File: src/rtl/frame_move_sequencer.sv
// Per-frame player X controller: samples keys at blanking entry and
// commits one clamped position update per frame.
module frame_move_sequencer #(
    parameter int H_ACTIVE    = 640,
    parameter int V_ACTIVE    = 480,
    parameter int BOX_WIDTH   = 30,
    parameter int MOVE_STEP   = 4,
    parameter int HOLD_FRAMES = 8,
    parameter int X_START     = 305
) (
    input  logic        clk,
    input  logic        rst,
    input  logic [9:0]  y,
    input  logic        key_left_n,
    input  logic        key_right_n,
    input  logic        pause,
    output logic [9:0]  player_x_pos,
    output logic        frame_tick,
    output logic        update_busy,
    output logic [15:0] frame_count
);

    localparam int HW = $clog2(HOLD_FRAMES + 1);
    localparam logic [10:0] MAX_X = 11'(H_ACTIVE - BOX_WIDTH);
    localparam logic [10:0] STEP1 = 11'(MOVE_STEP);
    localparam logic [10:0] STEP2 = 11'(2 * MOVE_STEP);
    localparam logic [HW-1:0] HOLD_MAX = HW'(HOLD_FRAMES);

    typedef enum logic [2:0] {
        S_IDLE, S_LATCH, S_COMPUTE, S_CLAMP, S_COMMIT
    } state_t;

    typedef enum logic [1:0] {
        DIR_NONE, DIR_LEFT, DIR_RIGHT
    } dir_t;

    logic [1:0]    left_sync;
    logic [1:0]    right_sync;
    logic          left_s;
    logic          right_s;
    logic          vblank;
    logic          vblank_d;
    state_t        state;
    dir_t          dir;
    dir_t          dir_now;
    logic [HW-1:0] hold_cnt;
    logic [10:0]   step;
    logic [10:0]   cand;
    logic          underflow;
    logic [9:0]    clamped;

    always_ff @(posedge clk) begin
        if (rst) begin
            left_sync  <= 2'b11;
            right_sync <= 2'b11;
        end else begin
            left_sync  <= {left_sync[0], key_left_n};
            right_sync <= {right_sync[0], key_right_n};
        end
    end

    assign left_s  = ~left_sync[1];
    assign right_s = ~right_sync[1];

    assign vblank     = (y >= 10'(V_ACTIVE));
    assign frame_tick = vblank & ~vblank_d;

    always_ff @(posedge clk) begin
        if (rst) begin
            vblank_d    <= 1'b0;
            frame_count <= 16'd0;
        end else begin
            vblank_d <= vblank;
            if (frame_tick)
                frame_count <= frame_count + 16'd1;
        end
    end

    always_comb begin
        dir_now = DIR_NONE;
        if (!pause && left_s && !right_s)
            dir_now = DIR_LEFT;
        else if (!pause && right_s && !left_s)
            dir_now = DIR_RIGHT;
    end

    assign step = (hold_cnt >= HOLD_MAX) ? STEP2 : STEP1;

    always_comb begin
        clamped = cand[9:0];
        if (underflow)
            clamped = 10'd0;
        else if (cand > MAX_X)
            clamped = MAX_X[9:0];
    end

    // dir doubles as the previous frame's direction for the hold test.
    // The position register loads as COMMIT is entered, so the new value
    // is visible for the whole COMMIT cycle.
    always_ff @(posedge clk) begin
        if (rst) begin
            state        <= S_IDLE;
            update_busy  <= 1'b0;
            player_x_pos <= 10'(X_START);
            hold_cnt     <= '0;
            dir          <= DIR_NONE;
            cand         <= 11'd0;
            underflow    <= 1'b0;
        end else begin
            unique case (state)
                S_IDLE: begin
                    if (frame_tick) begin
                        state       <= S_LATCH;
                        update_busy <= 1'b1;
                    end
                end
                S_LATCH: begin
                    dir <= dir_now;
                    if (dir_now == DIR_NONE)
                        hold_cnt <= '0;
                    else if (dir_now == dir)
                        hold_cnt <= (hold_cnt >= HOLD_MAX) ?
                                    HOLD_MAX : hold_cnt + HW'(1);
                    else
                        hold_cnt <= HW'(1);
                    state <= S_COMPUTE;
                end
                S_COMPUTE: begin
                    unique case (dir)
                        DIR_RIGHT: begin
                            cand      <= {1'b0, player_x_pos} + step;
                            underflow <= 1'b0;
                        end
                        DIR_LEFT: begin
                            cand      <= {1'b0, player_x_pos} - step;
                            underflow <= ({1'b0, player_x_pos} < step);
                        end
                        default: begin
                            cand      <= {1'b0, player_x_pos};
                            underflow <= 1'b0;
                        end
                    endcase
                    state <= S_CLAMP;
                end
                S_CLAMP: begin
                    player_x_pos <= clamped;
                    state        <= S_COMMIT;
                end
                S_COMMIT: begin
                    state       <= S_IDLE;
                    update_busy <= 1'b0;
                end
                default: begin
                    state       <= S_IDLE;
                    update_busy <= 1'b0;
                end
            endcase
        end
    end

endmodule
File: config.mk
export PLATFORM = sky130hd
export DESIGN_NAME = frame_move_sequencer
export DESIGN_NICKNAME = d
export VERILOG_FILES = /design/src/rtl/frame_move_sequencer.sv
export SDC_FILE = /design/constraint.sdc
export NUM_CORES = 1
export LEC_CHECK = 0
export ABC_AREA = 1
export CAP_MARGIN = 40
export CORE_ASPECT_RATIO = 0.9
export CORE_UTILIZATION = 30
export DETAILED_ROUTE_END_ITERATION = 6
export PLACE_DENSITY_LB_ADDON = 0.12
export SLEW_MARGIN = 20
export SYNTH_ARGS = -nofsm -noshare
export SYNTH_HDL_FRONTEND = slang
export SYNTH_SLANG_ARGS = --single-unit
File: constraint.sdc
create_clock -name clk -period 2.45 [get_ports clk]
set_input_delay 0.49 -clock clk [delete_from_list [all_inputs] [get_ports clk]]
set_output_delay 0.49 -clock clk [all_outputs]
set_load 0.02 [all_outputs]
Yosys cells after proc, flatten, opt, wreduce, memory -nomap -nowiden
Index checks and enable logic that the tools add are counted.

cells by class
  magnitude comparators = 4
  add/subtract/negate cells = 4
  multiplexer cells = 14
  equality and inequality tests = 7
  reduce and logical (&&, ||, !) cells = 9
  bitwise operators = 5

operators with widths
  operator               count
  $pmux 11 s2            1
  $mux 10                2
  $add 16x1->16 const B  1
  $mux 4                 4
  $pmux 3 s4             1
  $add 10x4->11          1
  $gt 11x10->1 const B   1
  $sub 10x4->11          1
  $ge 10x9->1 const B    1
  $lt 10x4->1            1
  $eq 3x2->1 const B     2
  $add 4x1->4 const B    1
  $ge 4x4->1 const B     1
  $logic_and 1x1->1      4
  $mux 2                 2
  $not 1->1              4
  $eq 3x1->1 const B     1
  $logic_not 3->1        1
  $mux 3                 1
  $reduce_or 3->1        1
  $eq 2x1->1 const B     1
  $eq 2x2->1             1
  $eq 2x2->1 const B     1
  $logic_not 2->1        1
  6 further kinds        7

word-level totals
  logic and storage cells = 54
  input port bits = 15
  bits in registers = 53

Depth between registers and ports, before layout
Gate-level depths: netlist of run 1.

  word-level depth = 8
  mapped depth = 14

Worst setup path after synthesis of run 1
No wires, ideal clock.

  path kind = register to register
  start = register player_x_pos[3]
  end = register cand[6]
  cell stages (with the launch flop) = 13
  slack = 0.728 ns
  arrival = 1.613 ns
  clock period less this slack = 1.722 ns
  library setup time = 0.109 ns
  path through = dfxtp_1 -> inv_2 -> nand2_1 -> nand2_2 -> ha_1 -> a21oi_4 -> inv_1 -> nor2_1 -> o21ai_0 -> nand2_1 -> nand3_1 -> nand2_1 -> inv_1

on the way
  cells in the longest elaborated chain, start to end = 2

ends and longest elaborated chain
  what                                                   line      source
  start, declared                                        17        output logic [9:0] player_x_pos,
  start signal, assigned                                 104       player_x_pos <= 10'(X_START);
  start signal, assigned                                 146       player_x_pos <= clamped;
  $sub 10x4->11 / $add 10x4->11 (equally long branches)  135, 131
  $pmux 11 s2 (*)                                        129       unique case (dir)
  end signal, assigned                                   131       cand <= {1'b0, player_x_pos} + step;
  end signal, assigned                                   135       cand <= {1'b0, player_x_pos} - step;
  end signal, assigned                                   139       cand <= {1'b0, player_x_pos};
  end, declared                                          48        logic [10:0] cand;

Every way passes the cells marked *; elsewhere a longest branch is shown, timed or not.
A chain may end at the register's enable or synchronous reset.

Final worst setup path of run 1
  start = input y[8]
  end = output frame_tick

on the way
  cells in the longest elaborated chain, start to end = 2

ends and longest elaborated chain
  what             line  source
  start, declared  13    input logic [9:0] y,
  $ge 10x9->1      65    assign vblank = (y >= 10'(V_ACTIVE));
  $and 1x1->1      66    assign frame_tick = vblank & ~vblank_d;
  end, declared    18    output logic frame_tick,

No other way between the ends.

==> results of run 1 <==
==> registers in the layout, summed over array words and instances (netlist names) <==
name,count
cand,11
underflow,1
update_busy,1
dir,2
state,3
right_sync,2
vblank_d,1
frame_count,16
left_sync,2
hold_cnt,4
player_x_pos,10
==> kinds of logic (layout without fill, tap and decap cells) <==
logic type / count (synthesis) / in the layout / share of synthesized area [%]
AO/OA/AOI/OAI: 83 / 83 / 15.8
XOR/XNOR: 6 / 6 / 1.80
adder cells (fa/ha/maj): 7 / 7 / 3.00
buffers and inverters: 68 / 102 / 10.4
flip-flops: 53 / 53 / 36.3
AND/OR/NAND/NOR: 223 / 223 / 32.7
==> routing by layer <==
layer | global-route usage (%) | vias to the layer above
li1 | - | 1482
met1 | 23.2 | 1250
met2 | 23.0 | 53
met3 | 2.60 | 2
met4 | 3.24 | 0
met5 | 0 | -
==> report_power, final <==
part | switching (mW) | internal (mW)
clock network | 0.331 | 0.215
logic | 0.227 | 0.131
registers | 0.0402 | 0.910
==> critical path: stages <==
cell and delay (ps):
clkdlybuf4s50_1 450, nand2_1 40, nor2_1 140, o21bai_1 110, inv_1 120, dlygate4sd2_1 350
==> metrics by stage <==
step,worst slack (ps),setup TNS [ps],util (%)
6_report,259,0,37.3
3_3_place_gp,-26.3,-26.3,36.3
2_1_floorplan,728,0,-
4_1_cts,239,0,37.3
3_5_place_dp,-30.9,-30.9,36.3
5_1_grt,171,0,37.3
==> worst paths after layout <==
check	end	slack (ps)	cells after the start
setup / recovery	frame_tick	260	6
hold / removal	right_sync[1]	420	1
setup reg to reg	cand[6]	520	12
hold reg to reg	right_sync[1]	420	1
==> cell type report <==
type / count / share of cell area [%]
Clock inverter: 3 / 0.830
Sequential cell: 53 / 30.6
Tap cell: 122 / 4.40
Multi-Input combinational cell: 319 / 44.8
Inverter: 52 / 5.63
Timing Repair Buffer: 42 / 11.7
Clock buffer: 5 / 1.98
==> placed cells by master (no fill, tap or decap), drive strengths merged, types with 2 or more instances in the layout <==
cell | netlist | layout
or2 | 4 | 4
a21oi | 48 | 48
nand4 | 4 | 4
clkdlybuf4s50 | 0 | 36
nand2 | 113 | 113
o21ai | 26 | 26
nor2 | 54 | 54
inv | 52 | 54
xnor2 | 2 | 2
xor2 | 4 | 4
nand3 | 39 | 39
ha | 7 | 7
nor3 | 6 | 6
dfxtp | 53 | 53
buf | 10 | 5
o211ai | 3 | 3
clkbuf | 6 | 5
==> what timing repair did <==
| item | CTS | global route |
|---|---|---|
| gates resized for setup | 1 | 0 |
| buffers inserted | 0 | 0 |
| hold endpoints to repair | 0 | 0 |
| setup endpoints to repair | 1 | 0 |
==> impl_metrics.csv, run 1 <==
group,metric,value,unit
drt,maxUsedRoutingLayer,"met4",
logic_synthesis,ys_types,34,
drt,ant_nets,0,
grt,grt_pass1_vias,2546,
logic_synthesis,synth_most_common_cell,"nand2_1",
sta,fin_crit_sh,89.4,%
critical_path,crit_required,1960,ps
status,outcome,"completed",
sta,finalMaxSlewViolations,0,
logic_synthesis,syn-num-nets,462,
power_and_ir_drop,powerDensity,535,nW/um2
logic_synthesis,synth_ff_type,"dfxtp_1",
placement,gp_congestion,0.864,
drt,wl_met3,266,um
critical_path,start_kind,"input pin",
drt,first_pass_iters,4,
sta,hold_viol_final,0,
logic_synthesis,synth_edf_count,0,
final_layout,drive_gt1_share,6.96,%
logic_synthesis,synth_cells,440,
flow_run,cap_violations,0,
logic_synthesis,yosysTopAreaCell,"dfxtp_1",
grt,grt.total_usage,15.5,%
critical_path,crit_path_start,"y[8]",
clock_tree,cts_buffer_depth,2,
sta,hold_ws,419,ps
critical_path,crit_type,"in -> out",
logic_synthesis,ys_ff_latch,53,
floorplan,fp.dieH,95.6,um
placement,dp.cells,588,
placement,postPlaceCellArea,3370,um2
logic_synthesis,synth_warnings,0,
floorplan,core,9290,um2
logic_synthesis,syn_avg_cell_area,6.64,um2
drt,drc,0,
sta,max_freq,0.456,GHz
power_and_ir_drop,p_leak,1.35,nW
clock_tree,clk_latency,320,ps
drt,num_vias,2787,
grt,grt_pass1_wl,12.6,mm
sta,rsz0062_at_grt,"false",
logic_synthesis,seq_area_frac_synth,36.3,%
drt,viasPerCell,4.68,
sta,fin_skew,27.9,ps
drt,wl_met2,3.05,mm
drt,drt-met1-wl,4.03,mm
critical_path,cp.arrival,1700,ps
clock_tree,clk_pin_slew_worst_paths,100,ps
logic_synthesis,synth_top_area_share,36.3,%
floorplan,rows,33,
sta,slew_headroom,56.2,%
sta,finalSetupViolCount,0,
placement,port_buffers,37,
final_layout,area_delta_synth_final,18.8,%
grt,grt_max_degree,31,
final_layout,register_area,1060,um2
drt,routedWlPerCell,12.4,um
floorplan,ioPinCount,43,
logic_synthesis,netlist_top_cells_area,"dfxtp_1 (36%), nand2_1 (14%), a21oi_1 (7.5%)",
clock_tree,clock_sinks,53,
critical_path,reg2reg_from,"hold_cnt[3]",
critical_path,endpoint_kind,"output port",
floorplan,start_util,31.4,%
clock_tree,cts_tree,"done",
logic_synthesis,syn_area,2920,um2
final_layout,fillCellCount,1023,
final_layout,layout.nets,495,
logic_synthesis,async_flop_share,0,%
logic_synthesis,synthTopCellsByCount,"nand2_1 (108), dfxtp_1 (53), nor2_1 (50)",
power_and_ir_drop,power,1.85,mW
clock_tree,htreeDepth,2,
drt,routed_wirelength,7.38,mm
drt,drt_iter0_drc,126,
floorplan,die_w,106,um
final_layout,instances_no_fill,596,
placement,hpwl,5.47,mm
final_layout,diodes,0,
final_layout,stdcell_area,3470,um2
final_layout,multiInputGateArea,1560,um2
critical_path,path_max_fanout,2,
clock_tree,clockRootBuffer,"clkbuf_8",
min_path,hold_class,"reg -> reg",
sta,tightest_slew,656,ps
floorplan,dieArea,10100,um2
grt,antenna_found_initial,0,
clock_tree,cts_hold_buf,0,
sta,fin_crit,2190,ps
clock_tree,numCtsBuffers,5,
power_and_ir_drop,peakVddDrop,0.237,mV
min_path,hp-start,"right_sync[0]",
grt,grt_overflow_total,0,
No activity file was read; power rests on OpenSTA's default activity.
==> run 2, diff against run 1 <==
- SLEW_MARGIN: 20 -> not set
==> results of run 2 <==
The final DEF is identical to that of run 1; final timing and power are the same.
==> run 3, diff against run 2 <==
- CORE_ASPECT_RATIO: 0.9 -> 1.75
==> run 3 against run 2 <==
  * Flip-flop and latch count unchanged
  * Worst hold slack got worse by 4.9 ps
  * Global-route usage increased by 1.2 points
==> impl_metrics.csv, run 3 (synthesis results as in run 1) <==
group,metric,value,unit
sta,slew_headroom,51.8,%
floorplan,start_util,30.8,%
power_and_ir_drop,power_frac_seq,44.2,%
critical_path,rr_worst_depth,12,
final_layout,area_delta_synth_final,21.5,%
final_layout,layout.nets,495,
sta,rsz0062_at_grt,"false",
floorplan,fp.dieH,133,um
drt,drc,0,
critical_path,r2r_slack,430,ps
drt,viasPerCell,4.77,
final_layout,largestRegisters,"frame_count x16, cand x11, player_x_pos x10",
placement,hpwl,6.03,mm
clock_tree,clockRootBuffer,"clkbuf_16",
critical_path,start_kind,"input pin",
drt,ant_nets,0,
sta,fin_crit,2190,ps
drt,routed_wirelength,8.06,mm
floorplan,die_w,76.6,um
power_and_ir_drop,peakVddDrop,0.441,mV
power_and_ir_drop,p_sw,0.597,mW
final_layout,layout_common_cells,"nand2_1 (108), dfxtp_1 (53), nor2_1 (50), inv_1 (49), a21oi_1 (44)",
power_and_ir_drop,internal_power,1.55,mW
placement,place_ws,-44.8,ps
power_and_ir_drop,powerDensity,606,nW/um2
power_and_ir_drop,p_leak,1.38,nW
final_layout,layout_commonest_cell,"nand2_1",
critical_path,crit_required,1960,ps
final_layout,drive_gt1_share,6.96,%
sta,fin_skew,5.46,ps
placement,port_buffers,37,
drt,first_pass_iters,4,
sta,max_freq,0.457,GHz
grt,grt_overflow_total,0,
sta,fin_tns_setup,0,ps
critical_path,cp.arrival,1700,ps
floorplan,rows,47,
flow_run,cap_violations,0,
grt,grt_max_degree,31,
grt,antenna_found_initial,0,
drt,num_vias,2843,
placement,gp_congestion,0.835,
status,outcome,"completed",
grt,grt.total_usage,16.7,%
final_layout,largest_reg_flops,16,
floorplan,dieArea,10100,um2
min_path,hold_class,"reg -> reg",
clock_tree,cts_buffer_depth,2,
grt,grt_pass1_wl,13.5,mm
clock_tree,clock_sinks,53,
final_layout,register_area,1060,um2
sta,finalMaxSlewViolations,0,
drt,drt_iter0_drc,111,
sta,fin_crit_sh,89.3,%
sta,finalSetupViolCount,0,
sta,final.setup.worst_slack,263,ps
critical_path,path_max_fanout,2,
power_and_ir_drop,pwr-share-clk,39.0,%
clock_tree,cts_tree,"done",
power_and_ir_drop,power_switching_share,27.8,%
final_layout,max_flop_register,"frame_count",
clock_tree,clk_latency,290,ps
final_layout,multiInputGateArea,1560,um2
grt,grt_pass1_vias,2823,
final_layout,diodes,0,
clock_tree,clk_pin_slew_worst_paths,70,ps
clock_tree,htreeDepth,2,
power_and_ir_drop,power_frac_comb,16.7,%
final_layout,fillCellCount,1039,
critical_path,endpoint_kind,"output port",
floorplan,core,9470,um2
floorplan,ioPinCount,43,
drt,routedWlPerCell,13.5,um
clock_tree,numCtsBuffers,5,
critical_path,crit_type,"in -> out",
sta,tightest_slew,723,ps
sta,hold_viol_final,0,
min_path,whs_path_depth,1,
run 3: timing repair:
item                                    CTS  global route
endpoints found under the setup margin    1             0
hold buffers                              0             0
resized for setup                         1             0
buffers inserted                          0             0
run 3: metrics by stage:
step           instances  util (%)  hold slack, ps  cell area, um2  power, mW
3_5_place_dp         588      35.6             403            3370       1.34
2_1_floorplan        440         -             389            2920       1.23
5_1_grt              596      37.5             449            3550       2.27
3_3_place_gp         588      35.6             396            3370       1.33
6_report             596      37.5             415            3550       2.15
4_1_cts              596      37.5             421            3550       2.18
run 3: final timing paths:
kind	to	from
worst max-delay path	frame_tick	y[8]
worst min-delay path	left_sync[1]	left_sync[0]
worst max register to register	cand[6]	hold_cnt[3]
worst min register to register	left_sync[1]	left_sync[0]
run 3: worst max-delay path, cell delays in order:
cell and delay (ps):
clkdlybuf4s50_1 450, nand2_1 50, nor2_1 140, o21bai_1 100, inv_1 80, dlygate4sd2_1 370
run 3: power by group through the flow:
| stage | Combinational (mW) | Clock, mW | Sequential, mW |
|---|---|---|---|
| 4_1_cts | 0.365 | 0.859 | 0.952 |
| 5_1_grt | 0.412 | 0.902 | 0.958 |
| 3_3_place_gp | 0.362 | 0 | 0.970 |
| 6_report | 0.360 | 0.839 | 0.951 |
| 2_1_floorplan | 0.264 | 0 | 0.969 |
| 3_5_place_dp | 0.365 | 0 | 0.971 |
run 3: final cells by class:
| class | count | area share (%) |
|---|---|---|
| multi-input combinational | 319 | 43.8 |
| tap | 122 | 4.30 |
| clock buffer | 6 | 3.92 |
| clock inverter | 2 | 1.06 |
| sequential | 53 | 29.9 |
| timing repair buffer | 42 | 11.5 |
| inverter | 52 | 5.50 |
run 3: metal layers:
metal / wire [um] / GRT usage [%]
met1: 3270 / 17.0
met2: 4480 / 33.4
met3: 159 / 2.21
met4: 155 / 6.62
met5: 0 / 0
